==> src/rtl/input_matrix_loader.sv <==
// Deserialises a LANES-wide element stream into one DIM_ROW x DIM_COL operand frame.
// Optional s_last framing check is compiled in with INPUT_MATRIX_LOADER_LAST_EN.
module input_matrix_loader #(
    parameter int DIM_ROW     = 2,
    parameter int DIM_COL     = 2,
    parameter int INPUT_WIDTH = 8,
    parameter int LANES       = 2,
    localparam int N          = DIM_ROW * DIM_COL,
    localparam int BEATS      = N / LANES,
    localparam int CW         = (BEATS > 1) ? $clog2(BEATS) : 1
) (
    input  logic                                 clk,
    input  logic                                 rst_n,
    input  logic                                 clear,
    input  logic                                 s_valid,
    output logic                                 s_ready,
    input  logic [LANES-1:0][INPUT_WIDTH-1:0]    s_data,
`ifdef INPUT_MATRIX_LOADER_LAST_EN
    input  logic                                 s_last,
    output logic                                 frame_err,
`endif
    output logic                                 m_valid,
    input  logic                                 m_ready,
    output logic [N-1:0][INPUT_WIDTH-1:0]        m_data,
    output logic [CW-1:0]                        beat_idx
);

    localparam int EW = (N > 1) ? $clog2(N) : 1;

    generate
        if ((N % LANES) != 0) begin : g_bad_lanes
            $error("input_matrix_loader: DIM_ROW*DIM_COL must be a multiple of LANES");
        end
    endgenerate

    typedef enum logic {
        FILL = 1'b0,
        FULL = 1'b1
    } state_t;

    state_t                          state;
    logic [N-1:0][INPUT_WIDTH-1:0]   frame_q;
    logic                            accept;
    logic [CW-1:0]                   wr_idx;
    logic                            wr_last;
    logic                            close_frame;

    // Valid/ready: a beat transfers on any edge where s_valid & s_ready; a frame
    // transfers on any edge where m_valid & m_ready. In FULL the loader accepts
    // a new beat only on the edge that hands the held frame downstream.
    assign s_ready = !clear && ((state == FILL) || m_ready);
    assign accept  = s_valid && s_ready;

    // A beat accepted during handoff always starts the next frame at beat 0.
    assign wr_idx  = (state == FULL) ? '0 : beat_idx;
    assign wr_last = (wr_idx == CW'(BEATS - 1));

`ifdef INPUT_MATRIX_LOADER_LAST_EN
    assign close_frame = wr_last || s_last;
`else
    assign close_frame = wr_last;
`endif

    assign m_data = frame_q;

    always_ff @(posedge clk or negedge rst_n) begin
        if (!rst_n) begin
            state    <= FILL;
            beat_idx <= '0;
            m_valid  <= 1'b0;
            frame_q  <= '0;
`ifdef INPUT_MATRIX_LOADER_LAST_EN
            frame_err <= 1'b0;
`endif
        end else if (clear) begin
            // Buffer contents intentionally survive a flush.
            state    <= FILL;
            beat_idx <= '0;
            m_valid  <= 1'b0;
`ifdef INPUT_MATRIX_LOADER_LAST_EN
            frame_err <= 1'b0;
`endif
        end else if (accept) begin
            for (int k = 0; k < LANES; k++) begin
                frame_q[EW'(int'(wr_idx) * LANES + k)] <= s_data[k];
            end
            if (close_frame) begin
                state    <= FULL;
                m_valid  <= 1'b1;
                beat_idx <= '0;
            end else begin
                state    <= FILL;
                m_valid  <= 1'b0;
                beat_idx <= wr_idx + CW'(1);
            end
`ifdef INPUT_MATRIX_LOADER_LAST_EN
            if (s_last != wr_last) begin
                frame_err <= 1'b1;
            end
`endif
        end else if ((state == FULL) && m_ready) begin
            state   <= FILL;
            m_valid <= 1'b0;
        end
    end

`ifndef SYNTHESIS
    a_valid_hold : assert property (@(posedge clk) disable iff (!rst_n)
        (m_valid && !m_ready && !clear) |=> m_valid);
    a_data_hold : assert property (@(posedge clk) disable iff (!rst_n)
        (m_valid && !m_ready && !clear) |=> $stable(m_data));
    a_no_ready_on_clear : assert property (@(posedge clk) disable iff (!rst_n)
        clear |-> !s_ready);
`endif

endmodule

==> config.mk <==
export PLATFORM = sky130hd
export DESIGN_NAME = input_matrix_loader
export DESIGN_NICKNAME = d
export VERILOG_FILES = /design/src/rtl/input_matrix_loader.sv
export SDC_FILE = /design/constraint.sdc
export NUM_CORES = 1
export LEC_CHECK = 0
export CORE_MARGIN = 5
export CORE_UTILIZATION = 37
export CTS_CLUSTER_DIAMETER = 60
export DETAILED_ROUTE_END_ITERATION = 12
export PLACE_DENSITY_LB_ADDON = 0.08
export SLEW_MARGIN = 20
export SYNTH_ARGS = -nofsm -noshare
export SYNTH_HDL_FRONTEND = slang
export SYNTH_SLANG_ARGS = --single-unit
export TNS_END_PERCENT = 100
==> constraint.sdc <==
create_clock -name clk -period 4.25 [get_ports clk]
set_input_delay 0.85 -clock clk [delete_from_list [all_inputs] [get_ports clk]]
set_output_delay 0.85 -clock clk [all_outputs]
set_load 0.05 [all_outputs]
==> run metrics <==
Hold WS=0.491 ns; Top Family by Delay on Critical Path=buffers and inverters; hold crit path type=reg2reg; Pins Over Slew Limit=0; slew margin rel.=31.1%; Cell variety after synth=13; via count=547; Seq cells post-synth=18; # rows=17; multi-input logic area=308 um^2; worst endpoint data arrival time=2.38 ns; H-tree levels=1; fmax=310 MHz; CTS Sinks=18; later-pin clock latency in the skew report=0.29 ns; vias in the first global route=555; GRT met3 Usage=5.43%; die span in y=57.5 um; first-pass iteration count of the detailed router=5; critical path launch point type=input pin; IO Count=56; CP most frequent cell=clkdlybuf4s50_1; GR peak layer=met2; register area share after synthesis=54.1%; top cell type's share of synthesized area=54.1%; Synth Flop Type=dfrtp_1; clk buf depth=2; crit path max-delay cell type=clkdlybuf4s50_1; GR Layer Usage met1=11.6%; min cycle time layout=3.23 ns; global-route wire length before repair=2.76 mm; Post-CTS Setup Inserts=0; Post-synth EDFFs=0; core area=2190 um^2; Vias per Instance=4.21; syn avg cell area=13.7 um^2; initial antenna violation count=0; count leader, synth=dfrtp_1; largest net degree at the start of global routing=19; total CTS buffers=3; Gate Count Post-Synth=61; Root Driver=clkbuf_4; critical path fanouts, max=2; Pwr Total=610 uW; Clock transition at path regs=0.09 ns; area grow syn2layout=46.4%; GR Layer Usage met2=19.2%; GRT Overall Usage=11.0%; final core occ=55.7%; remaining antenna violation count after routing=0; Worst Tran Pin Value=1.03 ns; drt initial violations=3; Post-route DRC=0; worst vdd ir=0.240 mV; cells taking the most area after synthesis=dfrtp_1 (54%), buf_4 (14%), mux2_1 (14%); register area=450 um^2; Die X=57.5 um; PD cells=500 nW/um^2; CP endpoint kind=output port; initial core utilization=38.0%; CP max stage delay=0.83 ns; endpoints failing setup=0; Final Hold Violating Endpoints=0; Setup TNS Final=0 ns; FFs w/ async S/R, synth=100%; Port Buffer Count=39; Nets=124; post-cts hold buffer count=0; Routed Wire Length=1.66 mm; post_cts resized=0; WL/cell=12.8 um; routability cong.=0.672; grt ovf=0; RSZ-0062 raised after global routing=no; LEAKAGE=0.524 nW; CP cell instances=clkdlybuf4s50_1 -> nor2b_1 -> nor2_1 -> clkdlybuf4s50_1; period utilisation layout=75.9%; Synth Warn #=0; proportion of layout cells with a drive suffix above 1=10.8%; kind of critical path=in2out; Buf/Inv on CP=2; Non-Filler Instances=130; Post-DP HPWL=1.33 mm; CTS tree=done; dpl cells=126; Fillers=212; Post-synth top cells=dfrtp_1 (18), buf_4 (16), mux2_1 (10), mux2_2 (6); status=completed; Worst Path Required=3.40 ns; antenna cells=0; largest area contributor in the netlist=dfrtp_1; mapped cell area=833 um^2; MaxCap Viol Count=0; Layout Skew=0.00879 ns; DIE AREA=3300 um^2
==> power by group <==
part	internal, mW	switching, mW
Clock	0.0522	0.0492
Sequential	0.205	0.0160
Combinational	0.0974	0.191
==> worst reg2reg max path, stage by stage (launching register included) <==
cell	delay [ns]
dfrtp_1	0.42
nor2b_1	0.19
nor4b_4	0.90
mux2_2	0.42
==> placed cells by master (no fill, tap or decap) <==
master,instances
clkdlybuf4s50_1,39
nand2_1,1
nor2_1,1
mux2_1,10
nor3b_1,1
clkbuf_4,3
dfrtp_1,18
a21oi_1,2
nand2b_1,1
conb_1,16
mux2_2,6
nor2b_1,2
clkbuf_8,1
nor4b_4,1
==> area by class of cell <==
type	instances	share of cell area, %
Multi-Input combinational cell	41	25.2
Clock buffer	4	2.97
Timing Repair Buffer	39	32.0
Tap cell	28	2.87
Sequential cell	18	36.9
==> logic make-up after synthesis <==
kind of cell	after synthesis	share of synthesized area [%]
multiplexers	16	21.6
AND/OR/NAND/NOR	7	6.91
AO/OA/AOI/OAI	2	1.20
flip-flops	18	54.1
other	1	0.450
buffers and inverters	17	15.8
==> metal layers <==
layer  vias up  routed length, um  part of all wire [%]
li1        256                  -                     -
met1       259                561                    34
met2        28                906                    54
met3         4                161                   9.7
met4         0                 34                   2.0
met5         -                  0                     0
==> flip-flops by register name (all words and copies together) (netlist names) <==
register	flops
state	1
beat_idx	1
m_data	16
==> final timing paths <==
check / start / end / slack [ns] / cells past startpoint
setup / recovery: m_ready / s_ready / 1.02 / 4
hold / removal: m_data[15] / m_data[15] / 0.49 / 1
hold reg to reg: m_data[15] / m_data[15] / 0.49 / 1
setup reg to reg: state / m_data[14] / 2.21 / 3
min in group asynchronous: rst_n / m_data[0] / 1.00 / 1
max in group asynchronous: rst_n / state / 2.76 / 1
==> stage by stage <==
step	setup WS, ns	area, um^2
finish	1.02	1220
global route	0.972	1220
CTS	1.02	1220
detailed placement	1.02	1180
global placement	1.12	1180
floorplan	1.84	890
(Power assumes the default switching activity.)
